File: config.mk
export PLATFORM = sky130hd
export DESIGN_NAME = prbs_serial_pattern_gen
export DESIGN_NICKNAME = d
export VERILOG_FILES = /design/src/rtl/prbs_serial_pattern_gen.sv
export SDC_FILE = /design/constraint.sdc
export NUM_CORES = 1
export LEC_CHECK = 0
export CELL_PAD_IN_SITES_DETAIL_PLACEMENT = 1
export CELL_PAD_IN_SITES_GLOBAL_PLACEMENT = 2
export CORE_MARGIN = 3
export CORE_UTILIZATION = 37
export DETAILED_ROUTE_END_ITERATION = 12
export PLACE_DENSITY = 0.88
export SYNTH_ARGS = -nofsm -noshare
export SYNTH_HDL_FRONTEND = slang
export SYNTH_SLANG_ARGS = --single-unit
File: constraint.sdc
create_clock -name clk -period 8.2 [get_ports clk]
set_clock_uncertainty 0.15 [all_clocks]
set_input_delay 1.64 -clock clk [delete_from_list [all_inputs] [get_ports clk]]
set_output_delay 1.64 -clock clk [all_outputs]
set_load 0.01 [all_outputs]
File: src/rtl/prbs_serial_pattern_gen.sv
// Serial pattern generator: each word is a PRBS7/15/31 or fixed word, built in one
// cycle and shifted out LSB first. It supports single-bit error injection.
module prbs_serial_pattern_gen #(
  parameter int WIDTH = 32,
  parameter int CNT_W = 16
) (
  input  logic             clk,
  input  logic             reset,
  input  logic             enable,
  input  logic [1:0]       mode,
  input  logic [WIDTH-1:0] fixed_word,
  input  logic             inj_err,
  output logic             data_out,
  output logic             word_start,
  output logic [CNT_W-1:0] word_cnt
);

  localparam int IDX_W = $clog2(WIDTH);
  localparam logic [IDX_W-1:0] LAST_IDX = IDX_W'(WIDTH - 1);

  logic [IDX_W-1:0] cnt;
  logic [WIDTH-1:0] sr;
  logic [30:0]      lfsr;
  logic [1:0]       mode_q;
  logic             pend;

  logic [30:0]      lfsr_src;
  logic [30:0]      lfsr_walk;
  logic [30:0]      lfsr_next;
  logic [WIDTH-1:0] prbs_word;
  logic [WIDTH-1:0] load_word;
  logic             flip;

  function automatic logic [30:0] seed_of(input logic [1:0] m);
    case (m)
      2'd0:    return 31'h0000_007F;
      2'd1:    return 31'h0000_7FFF;
      default: return 31'h7FFF_FFFF;
    endcase
  endfunction

  function automatic logic lfsr_dead(input logic [30:0] s, input logic [1:0] m);
    case (m)
      2'd0:    return (s[6:0] == 7'd0);
      2'd1:    return (s[14:0] == 15'd0);
      default: return (s == 31'd0);
    endcase
  endfunction

  // One Fibonacci step; the feedback bit lands in bit 0 and is the output bit.
  function automatic logic [30:0] lfsr_step(input logic [30:0] s, input logic [1:0] m);
    logic fb;
    case (m)
      2'd0:    fb = s[6] ^ s[5];
      2'd1:    fb = s[14] ^ s[13];
      default: fb = s[30] ^ s[27];
    endcase
    return {s[29:0], fb};
  endfunction

  always_comb begin
    lfsr_src = lfsr;
    if ((mode != mode_q) || lfsr_dead(lfsr, mode)) begin
      lfsr_src = seed_of(mode);
    end
    lfsr_walk = lfsr_src;
    prbs_word = '0;
    for (int i = 0; i < WIDTH; i++) begin
      lfsr_walk    = lfsr_step(lfsr_walk, mode);
      prbs_word[i] = lfsr_walk[0];
    end
    if (mode == 2'd3) begin
      load_word = fixed_word;
      lfsr_next = lfsr;
    end else begin
      load_word = prbs_word;
      lfsr_next = lfsr_walk;
    end
    flip = pend | inj_err;
  end

  // Output stage: word load at cnt=0, otherwise shift out the latched word.
  always_ff @(posedge clk) begin
    if (reset) begin
      cnt        <= '0;
      sr         <= '0;
      lfsr       <= '1;
      mode_q     <= 2'd0;
      pend       <= 1'b0;
      data_out   <= 1'b0;
      word_start <= 1'b0;
      word_cnt   <= '0;
    end else if (enable) begin
      pend <= 1'b0;
      if (cnt == '0) begin
        mode_q     <= mode;
        lfsr       <= lfsr_next;
        sr         <= load_word;
        data_out   <= load_word[0] ^ flip;
        word_start <= 1'b1;
        cnt        <= IDX_W'(1);
        word_cnt   <= word_cnt + CNT_W'(1);
      end else begin
        data_out   <= sr[cnt] ^ flip;
        word_start <= 1'b0;
        cnt        <= (cnt == LAST_IDX) ? '0 : cnt + IDX_W'(1);
      end
    end else begin
      pend       <= pend | inj_err;
      word_start <= 1'b0;
    end
  end

endmodule

# Yosys cells after proc, flatten, opt, wreduce, memory -nomap -nowiden
# Index checks and enable logic that the tools add are counted.
# op_classes
eq_ne	4
n_reduce_logical	10
order_cmp	1
n_bitwise	77
n_addsub	2
muxes	42
# op_table
operator	n
$xor 1x1->1	74
$pmux 1 s2	33
$pmux 31 s2	1
$mux 32	1
$logic_not 31->1	1
$mux 31	1
$add 16x1->16 const B	1
$logic_not 15->1	1
$mux 5	2
$logic_not 7->1	1
$lt 5x6->1 const B	1
$add 5x1->5 const B	1
$bmux 1 s5	1
$eq 5x5->1 const B	1
$logic_not 5->1	1
$reduce_or 2->1	2
$mux 1	3
$reduce_and 3->1	1
$eq 2x1->1 const B	1
$eq 2x2->1 const B	1
$logic_not 2->1	1
$ne 2x2->1	1
$not 1->1	2
$reduce_and 2->1	1
other kinds (2)	2
# word_totals
out_inout_bits	18
reg_bits	89
wordCells	144

# Logic depth before layout (Yosys ltp)
# logic_depth
ltp_word	19
mapped_depth	13

# Least setup slack after synthesis
# OpenSTA, ideal clock, no wires.
# synth_timing
path_kind	input-to-reg
startpoint	input mode[1]
endpoint	register lfsr[4]
path_stages	11
path_buffers	1
setup_slack_ps	3419
arrival_time_ps	4506
setup_time_ps	125
cell_sequence	buf_2 nor4_1 nand2_1 a211o_1 a31oi_2 xor2_1 mux2_2 a21oi_1 and4b_1 a211oi_1 o21bai_1
# synth_between
elab_chain_len	14
word_cells_on_any_way	67
cone_classes	eq/ne: 3; mux: 19; bitwise: 42; reduce/logical: 3
# synth_lines
element	line	source
from (decl)	10	input logic [1:0] mode,
$eq 2x1->1 / $logic_not 2->1 (equally long branches)	35, 43, 53	
$pmux 1 s2	43	case (m)
$logic_or 1x1->1	63	if ((mode != mode_q) || lfsr_dead(lfsr, mode)) begin
$mux 31	63	
$xor 1x1->1 (on tied branches)	56, 54, 55	
$pmux 1 s2	53	case (m)
$xor 1x1->1 (on tied branches)	54, 55	
$pmux 1 s2	53	
$xor 1x1->1 (on tied branches)	54, 55	
$pmux 1 s2	53	
$xor 1x1->1	54	2'd0: fb = s[6] ^ s[5];
$pmux 1 s2	53	
$xor 1x1->1	54	
$pmux 1 s2	53	
to (signal assigned)	97	lfsr <= lfsr_next;
to (decl)	23	logic [30:0] lfsr;
# Parallel ways exist; a longest one is shown, timed or not.
# A chain may end at the register's enable or synchronous reset.

# Worst setup path after layout
# layout_timing
startpoint	input mode[0]
endpoint	register sr[27]
# layout_between
elab_chain_len	15
word_cells_on_any_way	66
cone_classes	eq/ne: 3; mux: 20; bitwise: 41; reduce/logical: 2
# layout_lines
element	line	source
$eq 2x1->1 / $logic_not 2->1 (equally long branches)	35, 43, 53	
$pmux 1 s2	43	
$logic_or 1x1->1	63	
$mux 31	63	
$xor 1x1->1 (on tied branches)	56, 54, 55	
$pmux 1 s2	53	
$xor 1x1->1 (on tied branches)	54, 55	
$pmux 1 s2	53	
$xor 1x1->1 (on tied branches)	54, 55	
$pmux 1 s2	53	
$xor 1x1->1	54	
$pmux 1 s2	53	
$xor 1x1->1	54	
$pmux 1 s2	53	
$mux 32 (*)	72	if (mode == 2'd3) begin
to (signal assigned)	98	sr <= load_word;
to (decl)	22	logic [WIDTH-1:0] sr;
# Mark *: on every way between the ends. The rest lies on a longest branch, timed or not.

==> reports/qor.csv <==
stage,metric,value,unit
yosys,Synth Register Bits,89,
sta,worst hold margin,0.317,ns
power,Leak,2.36,nW
yosys,Adder-Cell Fraction of Synth Area,0.878,%
yosys,"Cell Area, Synth",0.00570,mm2
clock_tree,CTS buffer count,9,
setup_path,CP Class,in2reg,
sta,"Hold Vio Cnt, Final",0,
setup_path,CP Launch Type,input pin,
final_layout,fraction of layout instances using a drive strength above 1,7.79,%
place,pre-CTS worst setup slack,1.53,ns
final_layout,n_diodes,0,
setup_path,Worst Setup End Kind,flop,
clock_tree,post-CTS setup buffers,0,
sta,minimum clock period,6.32,ns
setup_path,Critical Path RT,8.26,ns
sta,fin crit share,77.1,%
outcome,outcome,"complete, no violations",
sta,f_max,158,MHz
grt,first-pass GRT wire length,32700,um
clock_tree,TritonCTS clock tree,built,
sta,worst slew pin tran,1.10,ns
yosys,syn_nets,753,
yosys,Synth Area in Compound Gates,23.0,%
grt,initial antenna violation count,0,
yosys,"FFs w/ async S/R, synth",0,%
final_layout,"most common cell after layout, fill and taps aside",nor2_1,
yosys,post-synthesis mux area share,5.02,%
place,half-perimeter wire length after placement,15800,um
clock_tree,CTS resizes,0,
clock_tree,"Clk Latency, worst-skew pair",0.36,ns
route,average wire per cell in the routed design,23.2,um
route,First-pass DRT Iterations,5,
floorplan,CORE AREA,0.0148,mm2
setup_path,crit path DAT,6.39,ns
power,Overall Power,1.28,mW
yosys,Post-synth EDFFs,0,
sta,RSZ-0062 raised after global routing,false,
grt,met1 Resource Use GR,33.4,%
yosys,register area share after synthesis,31.2,%
floorplan,die height,130,um
place,IO buf count,55,
yosys,Synthesis Warnings,0,
sta,final worst slack,1.88,ns
clock_tree,CTS clock-pin slew for the worst setup and hold paths,0.07,ns
route,initial DRC count,295,
min_path,Hold Path Class,reg2reg,
route,via count,5463,
floorplan,Initial Util,38.5,%
grt,largest net degree at the start of global routing,73,
yosys,xor/xnor share of the synthesized area,13.7,%
route,Vias/cell,5.96,
power,P per Cell Area,194,mW/mm2
yosys,Post-synth top flop,dfxtp_1,
yosys,Syn Inst Count,711,
final_layout,Nets,769,
route,Routed WL,21200,um
route,DRC viols,0,
clock_tree,CTS H-tree depth,3,
clock_tree,Sink Count,89,
power,Worst VDD drop,0.0971,mV
sta,setup_tns,0,ns
floorplan,die area,0.0169,mm2
final_layout,Layout area overhead,16.3,%
grt,GRT met3 Usage,3.48,%
route,Detail Route Antenna Nets,0,
place,Post-DP Area,0.00633,mm2
grt,gr ovfl total,0,
floorplan,num ports,56,
grt,met2 Usage GRT,41.6,%
sta,Slew HR,26.3,%
place,routability congestion estimate,0.993,
setup_path,Critical Path Fanout Max,24,
clock_tree,post-cts hold buffer count,0,
sta,final setup violation count,0,
clock_tree,Clock Tree Buf Depth,2,
final_layout,fillers,1768,
final_layout,finished layout cell area,0.00663,mm2
run,Max-Cap Viols,0,
grt,vias in the first global route,5551,
floorplan,floorplan row count,44,
yosys,largest family of logic cells by synthesized area,compound AO/OA/AOI/OAI gates,
grt,GRT Max-Usage Layer,met2,
floorplan,width of the die,130,um
yosys,"Distinct cells, synth",67,
clock_tree,Root Driver,clkbuf_16,
grt,total track usage,25.2,%
yosys,syn avg cell area,8.02,um2
final_layout,most frequent cells in the layout,"nor2_1, dfxtp_1, nand2_1, clkdlybuf4s50_1, a21oi_1",
sta,Max Slew Vio Count,0,
yosys,Post-Synth Simple-Gate Area,21.2,%
-- critical path: stages --
cell and delay [ns]:
clkdlybuf4s50_1 1.17, nor2b_1 0.75, a222oi_1 0.20, buf_4 0.22, a211o_1 0.28, a31oi_2 0.44, xor2_1 0.40, mux2_2 0.40
a21oi_1 0.27, and4b_1 0.23, a211oi_1 0.28, nor4_1 0.09
-- registers in the layout, summed over array words and instances (netlist names) --
name,cells
mode_q,2
word_start,1
lfsr,31
data_out,1
sr,32
word_cnt,16
cnt,5
pend,1
-- final timing paths --
check | from | end | slack, ns | cells past startpoint
worst max-delay path | mode[0] | sr[27] | 1.88 | 12
worst min-delay path | sr[23] | sr[23] | 0.32 | 2
worst max register to register | lfsr[11] | sr[28] | 3.92 | 9
worst min register to register | sr[23] | sr[23] | 0.32 | 2
-- synthesized netlist by cell type (all sizes together) (8+ instances only) --
library cell | n | area (um2)
nor2 | 105 | 397
dfxtp | 89 | 1780
nand2 | 60 | 225
a21oi | 50 | 250
clkbuf | 48 | 180
xor2 | 48 | 428
xnor2 | 37 | 332
o21ai | 30 | 150
a211o | 23 | 201
a211oi | 19 | 143
buf | 16 | 72.6
nor3 | 14 | 70.1
and3 | 11 | 68.8
nor4 | 11 | 68.8
mux4 | 10 | 225
o211ai | 9 | 67.6
a221oi | 8 | 87.6
nand3b | 8 | 60.1
o22ai | 8 | 50.1
-- stage by stage --
step / cells / util (%)
floorplan: 711 / -
global placement: 900 / 42.8
global route: 916 / 44.8
finish: 916 / 44.8
CTS: 916 / 44.8
detailed placement: 900 / 42.8
-- cell type report --
type	instances	area [um2]	area share (%)
Clock inverter	7	73.8	1.11
Timing Repair Buffer	69	651	9.81
Sequential cell	89	1780	26.9
Inverter	7	26.3	0.396
Clock buffer	9	225	3.40
Tap cell	184	230	3.47
Multi-Input combinational cell	551	3640	55.0
-- where the power goes --
group          switching (mW)  internal, mW  leakage (nW)  total (mW)
Combinational           0.205         0.142          1.49       0.346
Sequential             0.0501         0.464         0.730       0.514
Clock                   0.209         0.215         0.140       0.425
-- cells by family (layout without fill, tap and decap cells) --
family | after synthesis | in the layout
compound gates | 190 | 190
xor+xnor | 86 | 86
fa+ha+maj | 4 | 4
buf+inv | 71 | 92
flops | 89 | 89
mux | 16 | 16
simple gates | 255 | 255
-- routing by layer --
layer	share of wire (%)	vias to the layer above	routed length (um)
met5	0	-	0
met4	3.2	0	689
met3	4.1	40	871
met1	45	2701	9530
met2	48	147	10100
li1	-	2575	-
Power figures use the tool's default switching activity.
